`src/rtl/pll_seq_pkg.sv`:
```
// Shared types and sizing helpers for the PLL reset sequencer.
package pll_seq_pkg;

  localparam int DIV_W = 3;

  typedef enum logic [2:0] {
    WAIT_LOCK,
    STABLE,
    REL_SYS,
    RUN,
    SOFT
  } state_e;

  // Stage counter only ever counts up to max(lock, gap) - 1, so it never wraps.
  function automatic int cnt_width(input int lock_cycles, input int gap_cycles);
    return $clog2(((lock_cycles > gap_cycles) ? lock_cycles : gap_cycles) + 1);
  endfunction

endpackage

```
`src/rtl/pll_reset_sequencer_if.sv`:
```
// Reset, clock-enable and control signals between the sequencer and the core.
interface pll_seq_if;
  logic soft_rst_req;
  logic lock_lost_clr;
  logic sys_rst_n;
  logic cpu_rst_n;
  logic ready;
  logic ce_14;
  logic ce_7;
  logic ce_3m5;
  logic lock_lost;

  modport master (
    input  soft_rst_req, lock_lost_clr,
    output sys_rst_n, cpu_rst_n, ready, ce_14, ce_7, ce_3m5, lock_lost
  );

  modport slave (
    output soft_rst_req, lock_lost_clr,
    input  sys_rst_n, cpu_rst_n, ready, ce_14, ce_7, ce_3m5, lock_lost
  );
endinterface

```
`src/rtl/sync_bit.sv`:
```
// Multi-flop synchronizer for a single asynchronous level signal.
module sync_bit #(
  parameter int STAGES = 2
) (
  input  logic clk,
  input  logic rst_n,
  input  logic d,
  output logic q
);

  logic [STAGES-1:0] chain;

  // NOTE: non-blocking assignments keep each flop sampling its predecessor's old value.
  always_ff @(posedge clk) begin
    if (!rst_n) chain <= '0;
    else        chain <= {chain[STAGES-2:0], d};
  end

  assign q = chain[STAGES-1];

endmodule

```
`src/rtl/pll_reset_sequencer.sv`:
```
// Staged reset release after PLL lock, lock-loss recovery, CPU soft reset and
// phase-aligned 14 / 7 / 3.5 MHz clock enables.
module pll_reset_sequencer
  import pll_seq_pkg::*;
#(
  parameter int SYNC_STAGES        = 2,
  parameter int LOCK_STABLE_CYCLES = 1024,
  parameter int STAGE_GAP_CYCLES   = 16
) (
  input  logic      clk,
  input  logic      rst_n,
  input  logic      locked,
  pll_seq_if.master bus
);

  localparam int CNT_W = cnt_width(LOCK_STABLE_CYCLES, STAGE_GAP_CYCLES);
  localparam logic [CNT_W-1:0] LOCK_LAST = CNT_W'(LOCK_STABLE_CYCLES - 1);
  localparam logic [CNT_W-1:0] GAP_LAST  = CNT_W'(STAGE_GAP_CYCLES - 1);

  state_e           state;
  logic [CNT_W-1:0] cnt;
  logic             sys_rst_q;
  logic             cpu_rst_q;
  logic             lock_lost_q;
  logic [DIV_W-1:0] div_cnt;
  logic             locked_s;
  logic             lock_drop;

  sync_bit #(.STAGES(SYNC_STAGES)) u_sync (
    .clk  (clk),
    .rst_n(rst_n),
    .d    (locked),
    .q    (locked_s)
  );

  // Losing lock only counts once sys_rst_n has been released.
  assign lock_drop = !locked_s && (state inside {REL_SYS, RUN, SOFT});

  always_ff @(posedge clk) begin
    if (!rst_n) begin
      state       <= WAIT_LOCK;
      cnt         <= '0;
      sys_rst_q   <= 1'b0;
      cpu_rst_q   <= 1'b0;
      lock_lost_q <= 1'b0;
    end else if (lock_drop) begin
      state       <= WAIT_LOCK;
      cnt         <= '0;
      sys_rst_q   <= 1'b0;
      cpu_rst_q   <= 1'b0;
      lock_lost_q <= 1'b1;
    end else begin
      if (bus.lock_lost_clr) lock_lost_q <= 1'b0;
      unique case (state)
        WAIT_LOCK: begin
          cnt <= '0;
          if (locked_s) state <= STABLE;
        end
        STABLE: begin
          if (!locked_s) begin
            state <= WAIT_LOCK;
            cnt   <= '0;
          end else if (cnt == LOCK_LAST) begin
            state     <= REL_SYS;
            cnt       <= '0;
            sys_rst_q <= 1'b1;
          end else begin
            cnt <= cnt + 1'b1;
          end
        end
        REL_SYS, SOFT: begin
          if (cnt == GAP_LAST) begin
            state     <= RUN;
            cnt       <= '0;
            cpu_rst_q <= 1'b1;
          end else begin
            cnt <= cnt + 1'b1;
          end
        end
        RUN: begin
          if (bus.soft_rst_req) begin
            state     <= SOFT;
            cnt       <= '0;
            cpu_rst_q <= 1'b0;
          end
        end
        default: state <= WAIT_LOCK;
      endcase
    end
  end

  // Divider restarts from zero on every release so the enables are phase-aligned to it.
  always_ff @(posedge clk) begin
    if (!rst_n || !sys_rst_q) div_cnt <= '0;
    else                      div_cnt <= div_cnt + 1'b1;
  end

  assign bus.sys_rst_n = sys_rst_q;
  assign bus.cpu_rst_n = cpu_rst_q;
  assign bus.ready     = (state == RUN);
  assign bus.lock_lost = lock_lost_q;
  assign bus.ce_14     = sys_rst_q && div_cnt[0];
  assign bus.ce_7      = sys_rst_q && (div_cnt[1:0] == 2'b11);
  assign bus.ce_3m5    = sys_rst_q && (div_cnt == 3'b111);

endmodule

```
`src/flat_wrapper.sv`:
```
// flat-port wrapper written by rule: the top's interface ports become plain ports
module pll_reset_sequencer_flat import pll_seq_pkg::*;
#(
  parameter int SYNC_STAGES        = 2,
  parameter int LOCK_STABLE_CYCLES = 1024,
  parameter int STAGE_GAP_CYCLES   = 16
)
  (clk, rst_n, locked, bus_soft_rst_req, bus_lock_lost_clr, bus_sys_rst_n, bus_cpu_rst_n, bus_ready, bus_ce_14, bus_ce_7, bus_ce_3m5, bus_lock_lost);
  pll_seq_if bus_i ();
  input  logic clk;
  input  logic rst_n;
  input  logic locked;
  input wire logic [$bits(bus_i.soft_rst_req)-1:0] bus_soft_rst_req;
  input wire logic [$bits(bus_i.lock_lost_clr)-1:0] bus_lock_lost_clr;
  output wire logic [$bits(bus_i.sys_rst_n)-1:0] bus_sys_rst_n;
  output wire logic [$bits(bus_i.cpu_rst_n)-1:0] bus_cpu_rst_n;
  output wire logic [$bits(bus_i.ready)-1:0] bus_ready;
  output wire logic [$bits(bus_i.ce_14)-1:0] bus_ce_14;
  output wire logic [$bits(bus_i.ce_7)-1:0] bus_ce_7;
  output wire logic [$bits(bus_i.ce_3m5)-1:0] bus_ce_3m5;
  output wire logic [$bits(bus_i.lock_lost)-1:0] bus_lock_lost;
  assign bus_i.soft_rst_req = bus_soft_rst_req;
  assign bus_i.lock_lost_clr = bus_lock_lost_clr;
  assign bus_sys_rst_n = bus_i.sys_rst_n;
  assign bus_cpu_rst_n = bus_i.cpu_rst_n;
  assign bus_ready = bus_i.ready;
  assign bus_ce_14 = bus_i.ce_14;
  assign bus_ce_7 = bus_i.ce_7;
  assign bus_ce_3m5 = bus_i.ce_3m5;
  assign bus_lock_lost = bus_i.lock_lost;
  pll_reset_sequencer #(.SYNC_STAGES(SYNC_STAGES), .LOCK_STABLE_CYCLES(LOCK_STABLE_CYCLES), .STAGE_GAP_CYCLES(STAGE_GAP_CYCLES)) u_core (.clk(clk), .rst_n(rst_n), .locked(locked), .bus(bus_i));
endmodule
```
`config.mk`:
```
export PLATFORM = sky130hd
export DESIGN_NAME = pll_reset_sequencer_flat
export DESIGN_NICKNAME = d
export VERILOG_FILES = /design/src/rtl/pll_seq_pkg.sv /design/src/rtl/pll_reset_sequencer_if.sv /design/src/rtl/sync_bit.sv /design/src/rtl/pll_reset_sequencer.sv /design/src/flat_wrapper.sv
export SDC_FILE = /design/constraint.sdc
export NUM_CORES = 1
export LEC_CHECK = 0
export BUFFER_PORTS_ARGS = -buffer_cell sky130_fd_sc_hd__buf_2
export CORE_ASPECT_RATIO = 1.75
export CORE_MARGIN = 3
export CORE_UTILIZATION = 31
export CTS_BUF_LIST = sky130_fd_sc_hd__clkbuf_16
export CTS_CLUSTER_DIAMETER = 80
export DETAILED_ROUTE_END_ITERATION = 8
export PLACE_DENSITY = 0.54
export SYNTH_ARGS = -nofsm -noshare
export SYNTH_HDL_FRONTEND = slang
export SYNTH_SLANG_ARGS = --single-unit
```
`constraint.sdc`:
```
create_clock -name clk -period 2.2 [get_ports clk]
set_clock_uncertainty 0.2 [all_clocks]
set_input_delay 0.22 -clock clk [delete_from_list [all_inputs] [get_ports clk]]
set_output_delay 0.22 -clock clk [all_outputs]
set_load 0.005 [all_outputs]
```
==> results_dict.tcl, run 1 <==
set metrics [dict create \
    ys_ff_latch 22 \
    synth_top_area_share_pct 37.4 \
    syn_area_um2 1180 \
    dieArea_um2 4600 \
    core_area_um2 3630 \
    hold_violations 0 \
    post-route-drc-count 0 \
    clkLatencyLatePin_ns 0.26 \
    ys_warn_count 0 \
    die_h_um 87.5 \
    fin_crit_sh_pct 96.7 \
    reg2reg_setup_slack_ns 0.07 \
    hold_path.class "input port to flip-flop" \
    synth_mux_area_share_pct 2.55 \
    num_vias 1049 \
    synth_area_leaders "dfxtp_1 37%, nand2_1 6.1%, nor2_1 5.4%" \
    synthCells 142 \
    drv_cap 0 \
    r2r_cells 5 \
    synth-compound-area-share_pct 15.0 \
    yosys.cell_types.count 37 \
    tightest_slew_ns 0.438 \
    slowest_stage "or4_4" \
    nNetsFinal 169 \
    clk_pin_slew_worst_paths_ns 0.06 \
    cts_sinks 22 \
    synth_flop_cell "dfxtp_1" \
    drv_slew 0 \
    ctsHtreeMaxLevel 1 \
    final_antenna_net_count 0 \
    area_growth_pct 21.6 \
    crit_arrival_ns 2.12 \
    grt_max_degree 14 \
    grtUsageTotal_pct 12.8 \
    ioPinCount 12 \
    r2r-start "u_core.cnt[5]" \
    gp_congestion 0.770 \
    ys_seq_area_share_pct 37.4 \
    portBuffers 11 \
    die_x_um 52.6 \
    p_per_area_nw_per_um2 722 \
    dr.pass1.iters 4 \
    ys_async_sr_fraction_pct 0 \
    critPathMaxStageDelay_ns 0.56 \
    synth_top_family_by_area "simple AND/OR/NAND/NOR gates" \
    p_leak_nw 0.574 \
    synth_edf_count 0 \
    cts_tree "built" \
    cts_root_buf "clkbuf_16" \
    maxSlewHeadroom_pct 70.5 \
    worstSetupStartpointType "flip-flop" \
    synth_top_area_cell "dfxtp_1" \
    end_kind "flip-flop" \
    vdd_drop_max_mv 0.337 \
    start_util_pct 32.4 \
    drive_gt1_share_pct 20.6 \
    crit_fanout 12 \
    whs_endpoint "u_core.div_cnt[0]" \
    period_needed_ns 2.13 \
    synth-xor-area-share_pct 2.23 \
    syn_nets 150 \
    multiInputGateArea_um2 684 \
    antenna_found_initial 0 \
    antenna_cells 0 \
    hpwl_um 1990 \
    synth-adder-area-share_pct 3.19 \
    via_per_inst 5.09 \
    fin_ws_ns 0.0728 \
    worstSetupStartpoint "u_core.cnt[5]" \
    finalSetupViolCount 0 \
    required_ns 2.19 \
    synthSimpleGateAreaFrac_pct 33.3 \
    crit_type "flip-flop to flip-flop" \
    routed_wl_um 2620 \
    clock_path_buffers 2 \
    r2r_end "u_core.state[0]" \
    seq_area_um2 440 \
    min_from "rst_n" \
    timing.hold.ws_ns 0.0447 \
    worstPathCellList "or4_4 > nor4_4 > o22ai_4 > a21oi_2 > mux2i_1" \
    grt_pass1_wl_um 4410 \
    postSynthAreaPerCell_um2 8.29 \
    fp-row-count 29 \
    grt_pass1_vias 977 \
    dp_slack_ns 0.0626 \
    drt_iter0_drc 18 \
    cts_made_buffers 3 \
    status "complete, no violations" \
    max_freq_mhz 470 \
    min_path_cells 3 \
    wire_per_inst_um 12.7 \
    gr-total-overflow 0 \
    num-fill-cells 372 \
]
metal layers:
layer | part of all wire, % | track usage [%]
met5 | 0 | 0
met4 | 3.2 | 7.44
met3 | 3.0 | 2.40
met2 | 54 | 22.6
met1 | 40 | 13.7
metrics by stage:
step / TNS, ns / power [mW] / area [um^2] / cells / util [%]
2_1_floorplan: 0 / 0.508 / 1180 / 142 / -
3_3_place_gp: 0 / 0.523 / 1290 / 200 / 35.4
3_5_place_dp: 0 / 0.526 / 1290 / 200 / 35.4
4_1_cts: 0 / 1.04 / 1400 / 205 / 38.6
5_1_grt: -0.0115 / 1.07 / 1430 / 206 / 39.4
6_report: 0 / 1.03 / 1430 / 206 / 39.4
sequential cells by signal, indices dropped and copies added, names as in the netlist:
signal                count
u_core.bus.sys_rst_n      1
u_core.bus.cpu_rst_n      1
u_core.u_sync.chain       2
u_core.cnt               11
u_core.state              3
u_core.div_cnt            3
u_core.bus.lock_lost      1
kinds of logic (layout without fill, tap and decap cells):
kind of cell    after synthesis  count (layout)
simple gates                 74              74
compound gates               27              27
flops                        22              22
buf+inv                      10              28
fa+ha+maj                     3               3
xor+xnor                      3               3
mux                           3               3
power by group:
part	switching, mW	internal (mW)
logic	0.0592	0.0463
clock network	0.152	0.362
registers	0.00543	0.409
total	0.217	0.816
worst max-delay path by stage:
stage / end / slack (ns) / cells past startpoint
after floorplan: u_core.bus.sys_rst_n / 0.32 / 5
after global placement: u_core.state[1] / 0.15 / 5
after detailed placement: u_core.state[0] / 0.06 / 6
after CTS: u_core.state[0] / 0.04 / 6
after global routing: u_core.state[0] / -0.01 / 5
final: u_core.state[0] / 0.07 / 5
cells in the final DEF (no fill, tap or decap), types with 2 or more instances in the layout:
master / count
and3_1: 3
ha_1: 3
and2_1: 5
mux2i_1: 3
nand2b_1: 2
a21oi_1: 6
inv_1: 3
clkbuf_16: 3
xor2_1: 3
nand2_1: 19
buf_4: 9
a22oi_1: 5
nand3b_1: 2
nor4_4: 2
o21ai_0: 6
nor2_1: 17
a31oi_1: 5
nand4_1: 4
buf_2: 11
dfxtp_1: 22
nor3_1: 4
nand3_1: 8
nor2b_1: 2
cell usage after synthesis (4+ instances only):
library cell	n
a21oi_1	6
a22oi_1	5
a31oi_1	5
and2_1	5
dfxtp_1	22
nand2_1	19
nand3_1	8
nand4_1	4
nor2_1	17
nor3_1	4
o21ai_0	6
critical path: cells and delay by family (launching register included):
family,cells,cell delay [ns]
compound gates,2,0.41
mux,1,0.20
simple gates,2,0.88
flops,1,0.36
final cells by class:
| class | instances | share of cell area [%] |
|---|---|---|
| flip-flops and latches | 22 | 30.8 |
| clock inverters | 1 | 2.10 |
| repair buffers | 21 | 9.27 |
| inverters | 3 | 0.787 |
| well taps | 46 | 4.02 |
| clock buffers | 3 | 5.24 |
| multi-input cells | 110 | 47.8 |
repair_timing:
action	4_1_cts	5_1_grt
hold endpoints to repair	1	0
hold buffers	1	0
gates resized for setup	0	3
setup endpoints to repair	0	5
buffers inserted	0	1
No activity file was read; power rests on OpenSTA's default activity.
==> run 2, diff against run 1 <==
- CELL_PAD_IN_SITES_DETAIL_PLACEMENT: default -> 1
- CELL_PAD_IN_SITES_GLOBAL_PLACEMENT: default -> 1
- GPL_ROUTABILITY_DRIVEN: default -> 1
- PLACE_DENSITY: 0.54 -> 0.66
==> run 2 against run 1 <==
Net effect: register-to-register slack gained 0.10 ns; worst setup slack gained 0.10 ns; count of clock-buffer cells in the layout is the same; sequential power is essentially flat; combinational power is essentially flat; flip-flop and latch count is the same; first-iteration DRC count shrank 39%; worst hold slack gained 0.011 ns; critical endpoint is now u_core.state[1]; largest cell class unchanged; largest power group unchanged.
==> results_dict.tcl, run 2 (synthesized netlist as in run 1, its figures left out) <==
set metrics [dict create \
    dp_slack_ns 0.122 \
    via_per_inst 5.27 \
    drv_cap 0 \
    clk_pin_slew_worst_paths_ns 0.06 \
    grt_pass1_wl_um 5080 \
    cts_made_buffers 3 \
    ioPinCount 12 \
    die_x_um 52.6 \
    max_freq_mhz 494 \
    drt_iter0_drc 11 \
    dr.pass1.iters 4 \
    cp_top_family "simple AND/OR/NAND/NOR gates" \
    r2r_cells 6 \
    core_area_um2 3630 \
    fin_crit_sh_pct 92.0 \
    fp-row-count 29 \
    cts_sinks 22 \
    routed_wl_um 2850 \
    hold_violations 0 \
    area_growth_pct 21.0 \
    slowest_stage "dfxtp_1" \
    mostFrequentLayoutCell "dfxtp_1" \
    start_util_pct 32.4 \
    regMostFlops "u_core.cnt" \
    nNetsFinal 170 \
    grt_max_degree 14 \
    worstPathCellList "ha_2 > nand4_1 > nor4_2 > o22ai_2 > a21oi_2 > mux2i_1" \
    maxSlewHeadroom_pct 70.2 \
    required_ns 2.19 \
    final_cell_mix "22 x dfxtp_1, 19 x nand2_1, 17 x nor2_1, 11 x buf_2, 10 x buf_4" \
    largest_reg_flops 11 \
    worstSetupStartpointType "flip-flop" \
    min_path_cells 3 \
    fin_ws_ns 0.176 \
    wire_per_inst_um 13.7 \
    status "complete, no violations" \
    period_needed_ns 2.02 \
    num-fill-cells 455 \
    ctsHtreeMaxLevel 1 \
    clock_path_buffers 2 \
    die_h_um 87.5 \
    path_depth 6 \
    cts_tree "built" \
    final_antenna_net_count 0 \
    p_per_area_nw_per_um2 722 \
    post_cts_buffers 0 \
    crit_type "flip-flop to flip-flop" \
    portBuffers 11 \
    drive_gt1_share_pct 21.7 \
    cts_root_buf "clkbuf_16" \
    crit_arrival_ns 2.01 \
    antenna_found_initial 0 \
    finalNonFillerCells 207 \
    gr-total-overflow 0 \
    drv_slew 0 \
    finalSetupViolCount 0 \
    dp_cells 202 \
    end_kind "flip-flop" \
    post-route-drc-count 0 \
    p_leak_nw 0.575 \
    hpwl_um 2210 \
    clkLatencyLatePin_ns 0.25 \
    tightest_slew_ns 0.442 \
    grt_pass1_vias 1173 \
    crit_fanout 6 \
    gp_congestion 0.823 \
    reg_top3 "u_core.cnt (11), u_core.div_cnt (3), u_core.state (3)" \
    dieArea_um2 4600 \
    grtUsageTotal_pct 14.1 \
    critPathMaxStageDelay_ns 0.38 \
    hold_path.class "input port to flip-flop" \
    cp_num_buf_inv 0 \
    antenna_cells 0 \
    vdd_drop_max_mv 0.396 \
    num_vias 1091 \
]
-- run 2: worst register-to-register path, cell delays in order (launching register included) --
cell,delay [ns]
dfxtp_1,0.38
ha_2,0.25
nand4_1,0.19
nor4_2,0.33
o22ai_2,0.18
a21oi_2,0.24
mux2i_1,0.20
-- run 2: path summary, 6_finish.rpt --
path	slack, ns	startpoint	endpoint
min	0.06	rst_n	u_core.div_cnt[0]
min reg2reg	0.24	u_core.u_sync.chain[0]	u_core.u_sync.chain[1]
max reg2reg	0.18	u_core.cnt[1]	u_core.state[1]
max	0.18	u_core.cnt[1]	u_core.state[1]
-- run 2: per-stage QoR --
step / utilization (%) / instance area (um^2) / setup TNS (ns) / power [mW] / hold slack, ns
detailed placement: 35.9 / 1300 / 0 / 0.530 / 0.222
floorplan: - / 1180 / 0 / 0.508 / 0.138
global route: 39.3 / 1430 / -0.00535 / 1.07 / 0.0753
finish: 39.3 / 1430 / 0 / 1.03 / 0.0556
global placement: 35.9 / 1300 / 0 / 0.529 / 0.224
CTS: 39.0 / 1420 / 0 / 1.04 / 0.0624
-- run 2: timing repair --
| action | CTS | global route |
|---|---|---|
| setup endpoints to repair | 0 | 9 |
| hold buffers | 1 | 0 |
| resized for setup | 0 | 2 |
| endpoints found under the hold margin | 1 | 0 |
-- run 2: power by group --
part / internal [mW] / total, mW / switching (mW)
logic: 0.0471 / 0.107 / 0.0598
clock network: 0.361 / 0.508 / 0.147
registers: 0.409 / 0.414 / 0.00577
total: 0.817 / 1.03 / 0.213
-- run 2: final cells by class --
cell class | instances | area, um^2 | area share (%)
multi-input cells | 110 | 671 | 47.1
flip-flops and latches | 22 | 440 | 30.9
repair buffers | 22 | 140 | 9.83
clock buffers | 3 | 75.1 | 5.27
well taps | 46 | 57.6 | 4.04
clock inverters | 1 | 30.0 | 2.11
inverters | 3 | 11.3 | 0.790
-- run 2: layer usage --
layer	track usage (%)	part of all wire, %
met5	0	0
met4	3.49	0.63
met3	2.06	1.7
met2	27.8	60
met1	14.8	38
